===== src/rtl/multicycle_ctrl_pkg.sv =====
// Shared types for the multi-cycle MIPS-style sequencer: state encoding, opcodes,
// datapath select encodings and the Moore output decode.
package multicycle_ctrl_pkg;

    typedef enum logic [3:0] {
        ST_START     = 4'd0,
        ST_FETCH     = 4'd1,
        ST_DECODE    = 4'd2,
        ST_MEM_ADDR  = 4'd3,
        ST_MEM_READ  = 4'd4,
        ST_MEM_WB    = 4'd5,
        ST_MEM_WRITE = 4'd6,
        ST_EXEC      = 4'd7,
        ST_R_WB      = 4'd8,
        ST_BRANCH    = 4'd9,
        ST_JUMP      = 4'd10,
        ST_TRAP      = 4'd11
    } state_e;

    localparam logic [5:0] OP_RTYPE = 6'h00;
    localparam logic [5:0] OP_LW    = 6'h23;
    localparam logic [5:0] OP_SW    = 6'h2B;
    localparam logic [5:0] OP_BEQ   = 6'h04;
    localparam logic [5:0] OP_J     = 6'h02;
    localparam logic [5:0] OP_BEN   = 6'h14;
    localparam logic [5:0] OP_BVF   = 6'h15;

    localparam logic [1:0] ALU_ADD   = 2'b00;
    localparam logic [1:0] ALU_SUB   = 2'b01;
    localparam logic [1:0] ALU_FUNCT = 2'b10;

    localparam logic [1:0] SRCB_RT      = 2'd0;
    localparam logic [1:0] SRCB_FOUR    = 2'd1;
    localparam logic [1:0] SRCB_IMM     = 2'd2;
    localparam logic [1:0] SRCB_IMM_SL2 = 2'd3;

    localparam logic [1:0] PCSRC_ALU    = 2'd0;
    localparam logic [1:0] PCSRC_ALUOUT = 2'd1;
    localparam logic [1:0] PCSRC_JUMP   = 2'd2;

    typedef struct packed {
        logic       mem_req;
        logic       mem_we;
        logic       iord;
        logic       pc_write;
        logic [1:0] pc_src;
        logic       alu_src_a;
        logic [1:0] alu_src_b;
        logic [1:0] alu_op;
        logic       reg_write;
        logic       reg_dst;
        logic       mem_to_reg;
        logic       trap;
    } ctrl_t;

    // State-only part of the outputs; ready- and flag-qualified strobes are added in the top.
    function automatic ctrl_t moore_ctrl(input state_e s);
        ctrl_t c;
        c = '0;
        case (s)
            ST_FETCH: begin
                c.mem_req   = 1'b1;
                c.pc_src    = PCSRC_ALU;
                c.alu_src_b = SRCB_FOUR;
                c.alu_op    = ALU_ADD;
            end
            ST_DECODE: begin
                c.alu_src_b = SRCB_IMM_SL2;
                c.alu_op    = ALU_ADD;
            end
            ST_MEM_ADDR: begin
                c.alu_src_a = 1'b1;
                c.alu_src_b = SRCB_IMM;
                c.alu_op    = ALU_ADD;
            end
            ST_MEM_READ: begin
                c.mem_req = 1'b1;
                c.iord    = 1'b1;
            end
            ST_MEM_WB: begin
                c.reg_write  = 1'b1;
                c.mem_to_reg = 1'b1;
            end
            ST_MEM_WRITE: begin
                c.mem_req = 1'b1;
                c.mem_we  = 1'b1;
                c.iord    = 1'b1;
            end
            ST_EXEC: begin
                c.alu_src_a = 1'b1;
                c.alu_src_b = SRCB_RT;
                c.alu_op    = ALU_FUNCT;
            end
            ST_R_WB: begin
                c.reg_write = 1'b1;
                c.reg_dst   = 1'b1;
            end
            ST_BRANCH: begin
                c.alu_src_a = 1'b1;
                c.alu_src_b = SRCB_RT;
                c.alu_op    = ALU_SUB;
                c.pc_src    = PCSRC_ALUOUT;
            end
            ST_JUMP: begin
                c.pc_src   = PCSRC_JUMP;
                c.pc_write = 1'b1;
            end
            ST_TRAP:  c.trap = 1'b1;
            default:  c = '0;
        endcase
        return c;
    endfunction

    function automatic logic is_mem_state(input state_e s);
        return (s == ST_FETCH) || (s == ST_MEM_READ) || (s == ST_MEM_WRITE);
    endfunction

endpackage


===== src/rtl/multicycle_ctrl_mem_wait_timer.sv =====
// Memory wait counter: clears on start, counts cycles without ready, flags expiry
// when the count sits at TIMEOUT and ready is still low. TIMEOUT=0 never expires.
module multicycle_ctrl_mem_wait_timer #(
    parameter int unsigned TIMEOUT = 16
) (
    input  logic clk,
    input  logic rst_n,
    input  logic start_i,
    input  logic ready_i,
    output logic expired_o
);

    localparam int unsigned CNT_W = (TIMEOUT < 1) ? 1 : $clog2(TIMEOUT + 1);

    logic [CNT_W-1:0] count_q, count_d;

    // NOTE: combinational next-state gets a default first so no latch is inferred.
    always_comb begin
        count_d = count_q;
        if (start_i) begin
            count_d = '0;
        end else if (!ready_i && (count_q != '1)) begin
            count_d = count_q + CNT_W'(1);
        end
    end

    // NOTE: sequential state uses non-blocking assignments only.
    always_ff @(posedge clk or negedge rst_n) begin
        if (!rst_n) begin
            count_q <= '0;
        end else begin
            count_q <= count_d;
        end
    end

    assign expired_o = (TIMEOUT != 0) && !ready_i && (count_q == CNT_W'(TIMEOUT));

endmodule


===== src/rtl/multicycle_ctrl.sv =====
// Moore sequencer for the multi-cycle MIPS-style datapath with memory handshake,
// timeout trap and retire counter. STATUS_BRANCH_EN adds ben/bvf via a latched cpsr.
module multicycle_ctrl
    import multicycle_ctrl_pkg::*;
#(
    parameter int unsigned TIMEOUT = 16,
    parameter int unsigned RET_W   = 16
) (
    input  logic             clk,
    input  logic             rst_n,
    input  logic [5:0]       opcode,
    input  logic             zout,
    input  logic             sout,
    input  logic             oout,
    input  logic             mem_ready,
    output logic             mem_req,
    output logic             mem_we,
    output logic             iord,
    output logic             ir_write,
    output logic             pc_write,
    output logic [1:0]       pc_src,
    output logic             alu_src_a,
    output logic [1:0]       alu_src_b,
    output logic [1:0]       alu_op,
    output logic             reg_write,
    output logic             reg_dst,
    output logic             mem_to_reg,
    output logic             trap,
    output logic [RET_W-1:0] retired,
    output logic [3:0]       state_dbg
);

    state_e           state_q, state_d;
    ctrl_t            ctrl_q;
    logic [RET_W-1:0] retired_q;
    logic             timer_start, timer_expired;
    logic             retire, fetch_done, br_take;

    multicycle_ctrl_mem_wait_timer #(.TIMEOUT(TIMEOUT)) u_timer (
        .clk       (clk),
        .rst_n     (rst_n),
        .start_i   (timer_start),
        .ready_i   (mem_ready),
        .expired_o (timer_expired)
    );

    assign timer_start = is_mem_state(state_d) && (state_d != state_q);
    assign fetch_done  = (state_q == ST_FETCH) && mem_ready;
    assign retire      = (state_q == ST_MEM_WB) || (state_q == ST_R_WB) ||
                         (state_q == ST_BRANCH) || (state_q == ST_JUMP) ||
                         ((state_q == ST_MEM_WRITE) && mem_ready);

    always_comb begin
        state_d = state_q;
        case (state_q)
            ST_START: state_d = ST_FETCH;
            ST_FETCH: begin
                if (mem_ready)          state_d = ST_DECODE;
                else if (timer_expired) state_d = ST_TRAP;
            end
            ST_DECODE: begin
                case (opcode)
                    OP_RTYPE:     state_d = ST_EXEC;
                    OP_LW, OP_SW: state_d = ST_MEM_ADDR;
                    OP_BEQ:       state_d = ST_BRANCH;
                    OP_J:         state_d = ST_JUMP;
`ifdef STATUS_BRANCH_EN
                    OP_BEN, OP_BVF: state_d = ST_BRANCH;
`endif
                    default:      state_d = ST_TRAP;
                endcase
            end
            ST_MEM_ADDR: state_d = (opcode == OP_LW) ? ST_MEM_READ : ST_MEM_WRITE;
            ST_MEM_READ: begin
                if (mem_ready)          state_d = ST_MEM_WB;
                else if (timer_expired) state_d = ST_TRAP;
            end
            ST_MEM_WRITE: begin
                if (mem_ready)          state_d = ST_FETCH;
                else if (timer_expired) state_d = ST_TRAP;
            end
            ST_EXEC:                       state_d = ST_R_WB;
            ST_MEM_WB, ST_R_WB,
            ST_BRANCH, ST_JUMP:            state_d = ST_FETCH;
            ST_TRAP:                       state_d = ST_TRAP;
            default:                       state_d = ST_TRAP;
        endcase
    end

    // NOTE: outputs are registered from state_d so they always match state_q with no decode after the flop.
    always_ff @(posedge clk or negedge rst_n) begin
        if (!rst_n) begin
            state_q   <= ST_START;
            ctrl_q    <= '0;
            retired_q <= '0;
        end else begin
            state_q <= state_d;
            ctrl_q  <= moore_ctrl(state_d);
            if (retire) retired_q <= retired_q + RET_W'(1);
        end
    end

`ifdef STATUS_BRANCH_EN
    logic [2:0] cpsr_q;  // {s, o, z}
    logic       unused_cpsr_z;

    assign unused_cpsr_z = cpsr_q[0];

    always_comb begin
        case (opcode)
            OP_BEN:  br_take = cpsr_q[2];
            OP_BVF:  br_take = cpsr_q[1];
            default: br_take = zout;
        endcase
    end

    always_ff @(posedge clk or negedge rst_n) begin
        if (!rst_n) begin
            cpsr_q <= '0;
        end else if (state_q == ST_EXEC) begin
            cpsr_q <= {sout, oout, zout};
        end else if ((state_q == ST_BRANCH) && br_take &&
                     ((opcode == OP_BEN) || (opcode == OP_BVF))) begin
            cpsr_q <= '0;
        end
    end
`else
    logic unused_flags;

    assign unused_flags = ^{sout, oout};
    assign br_take      = zout;
`endif

    assign mem_req    = ctrl_q.mem_req;
    assign mem_we     = ctrl_q.mem_we;
    assign iord       = ctrl_q.iord;
    assign ir_write   = fetch_done;
    assign pc_write   = ctrl_q.pc_write | fetch_done | ((state_q == ST_BRANCH) && br_take);
    assign pc_src     = ctrl_q.pc_src;
    assign alu_src_a  = ctrl_q.alu_src_a;
    assign alu_src_b  = ctrl_q.alu_src_b;
    assign alu_op     = ctrl_q.alu_op;
    assign reg_write  = ctrl_q.reg_write;
    assign reg_dst    = ctrl_q.reg_dst;
    assign mem_to_reg = ctrl_q.mem_to_reg;
    assign trap       = ctrl_q.trap;
    assign retired    = retired_q;
    assign state_dbg  = state_q;

endmodule


===== config.mk =====
export PLATFORM = sky130hd
export DESIGN_NAME = multicycle_ctrl
export DESIGN_NICKNAME = d
export VERILOG_FILES = /design/src/rtl/multicycle_ctrl_pkg.sv /design/src/rtl/multicycle_ctrl_mem_wait_timer.sv /design/src/rtl/multicycle_ctrl.sv
export SDC_FILE = /design/constraint.sdc
export NUM_CORES = 1
export LEC_CHECK = 0
export BUFFER_PORTS_ARGS = -buffer_cell sky130_fd_sc_hd__buf_4
export CAP_MARGIN = 15
export CORE_ASPECT_RATIO = 0.75
export CORE_UTILIZATION = 40
export CTS_BUF_LIST = sky130_fd_sc_hd__clkbuf_2
export DETAILED_ROUTE_END_ITERATION = 7
export GPL_TIMING_DRIVEN = 0
export MAX_ROUTING_LAYER = met4
export PLACE_DENSITY = 0.65
export SYNTH_ARGS = -nofsm -noshare
export SYNTH_HDL_FRONTEND = slang
export SYNTH_SLANG_ARGS = --single-unit

===== constraint.sdc =====
create_clock -name clk -period 3.37 [get_ports clk]
set_clock_uncertainty 0.2 [all_clocks]
set_input_delay 0 -clock clk [delete_from_list [all_inputs] [get_ports clk]]
set_output_delay 0 -clock clk [all_outputs]
set_load 0.1 [all_outputs]

==> reports/metrics.yaml <==
status: "complete, but fails checks"
violations: "design-rule violations"
grt-ovfl-total: 0
cp_max_fo: 6
hold_violations: 0
period_share_pct: 81.1
first_global_vias: 1534
drt_iter0_drc: 141
slew_headroom_pct: 65.0
tns_ps: 0
slew_violations: 0
hp-class: "primary input to register"
grt_antenna_before_repair: 0
yosys_warnings: 0
gp_congestion: 0.862
worstPathArrival_ps: 2770
grt_pass1_wl_um: 7400
drc_errors: 6
die_w_um: 84.1
drv_cap: 0
required_ps: 3410
port_buffers: 45
syn_nets: 205
largest_reg_flops: 16
nNetsFinal: 269
syn_area_um2: 2020
finalSetupViolCount: 0
worstMarginPinSlew_ps: 523
die_h_um: 63.6
numCtsBuffers: 5
diodes: 0
cts_tree: "done"
ys_types: 54
synth_ff_type: "dfrtp_1"
start_util_pct: 41.6
max_freq_mhz: 366
syn2layout_area_growth_pct: 29.2
cts.path.max_buffers: 2
rsz0062_at_grt: "no"
vias: 1601
synth-edff-count: 0
drive_above_1_share_pct: 30.7
clkTransAtPathRegs_ps: 200
mostFrequentLayoutCells: "buf_4 (45), dfrtp_1 (39), nor2_1 (16)"
synth-async-reset-ratio_pct: 100
cts_setup_buffers: 0
clock_latency_ps: 370
ant_nets: 0
drt-wirelength-per-cell_um: 13.5
wl_um: 4240
grt_max_degree: 40
h-tree-depth: 2
fin_crit_ps: 2730
synth_cells: 189
critPathKind: "primary input to register"
clock_sinks: 39
drt_first_pass_iters: 6
dp_hpwl_um: 3010
vias_per_cell: 5.10
ys_seq_elements: 39
die-area_um2: 5350
core_area_um2: 4870
cp-end-kind: "register"
rows: 22
startpoint_type: "primary input"
ys_seq_area_share_pct: 48.2
avgSynthCellArea_um2: 10.7
gr-usage-all-layers_pct: 18.3
cts_root_buffer: "clkbuf_2"
final_common_cell: "buf_4"
io_pins: 48
per-layer routing:
layer / part of all wire [%] / vias up / GRT usage [%]
li1: - / 794 / -
met1: 48 / 758 / 25.3
met2: 45 / 47 / 26.7
met3: 6.0 / 2 / 4.19
met4: 0.40 / 0 / 5.39
met5: 0 / - / -
cell usage after synthesis, drive strengths merged, types with 3 or more instances:
cell    number  share of area [%]
xnor2       11                4.8
nor2        17                3.5
nand2b       6                1.9
xor2         9                3.9
o31ai        3                2.0
nand3        7                2.0
and3         6                1.9
nor3b        3                1.1
ha           4                2.5
a21oi       10                2.7
nor4         3                2.0
buf          5                1.9
dfrtp       39                 48
o21ai        4               0.99
nand2       12                2.6
inv          9                1.7
nor3         7                1.7
area by class of cell:
type,count,area (um2)
Buffer,5,37.5
Clock buffer,6,30.0
Clock inverter,2,12.5
Fill cell,454,2260
Inverter,9,33.8
Multi-Input combinational cell,136,982
Sequential cell,39,976
Tap cell,60,75.1
Timing Repair Buffer,57,468
critical path, stage by stage:
cell and delay (ps):
dlygate4sd3_1 540, buf_4 150, nor4_2 370, dlygate4sd3_1 650, a21oi_1 110, o31ai_2 470, nand2b_1 220, o31ai_4 150
a21oi_1 120
cells by family (layout without fill, tap and decap cells):
logic type	count (synthesis)	in the layout	synth area share, %
AOI/OAI and AO/OA	31	31	11.7
xor gates and xnor gates	20	20	8.65
adders and majority gates	4	4	2.47
buffers and inverters	14	79	3.52
DFF	39	39	48.2
muxes	3	3	1.55
and+or+nand+nor	78	78	23.9
worst paths after layout:
| path | start | end | slack [ps] | cells after the start |
|---|---|---|---|---|
| setup reg to reg | u_timer.count_q[0]$_DFFE_PN0P_ | u_timer.count_q[0]$_DFFE_PN0P_ | 930 | 9 |
| hold reg to reg | retired[15]$_DFFE_PN0P_ | retired[15]$_DFFE_PN0P_ | 290 | 1 |
| min in group asynchronous | rst_n | retired[15]$_DFFE_PN0P_ | 410 | 4 |
| hold / removal | opcode[2] | state_dbg[0]$_DFF_PN0_ | 80 | 4 |
| setup / recovery | opcode[3] | u_timer.count_q[0]$_DFFE_PN0P_ | 640 | 9 |
| max in group asynchronous | rst_n | u_timer.count_q[4]$_DFFE_PN0P_ | 2340 | 4 |
metrics by stage:
stage                     util, %  hold WS [ps]  cells  instance area, um2  worst slack, ps
after floorplan                 -          -496    189                2030              675
after detailed placement     50.1          -196    294                2440              957
after global placement       50.1          -203    294                2440              981
after global routing         53.7          74.8    314                2620              533
final                        53.7          76.4    314                2620              637
after CTS                    53.7          40.9    314                2620              690
repair_timing:
action,4_1_cts,5_1_grt
setup endpoints to repair,0,0
hold buffers,12,0
gates resized for setup,0,0
hold endpoints to repair,50,0
Power is not shown: default switching activity piles up to over one toggle a cycle in this logic, so the estimate is an artifact.
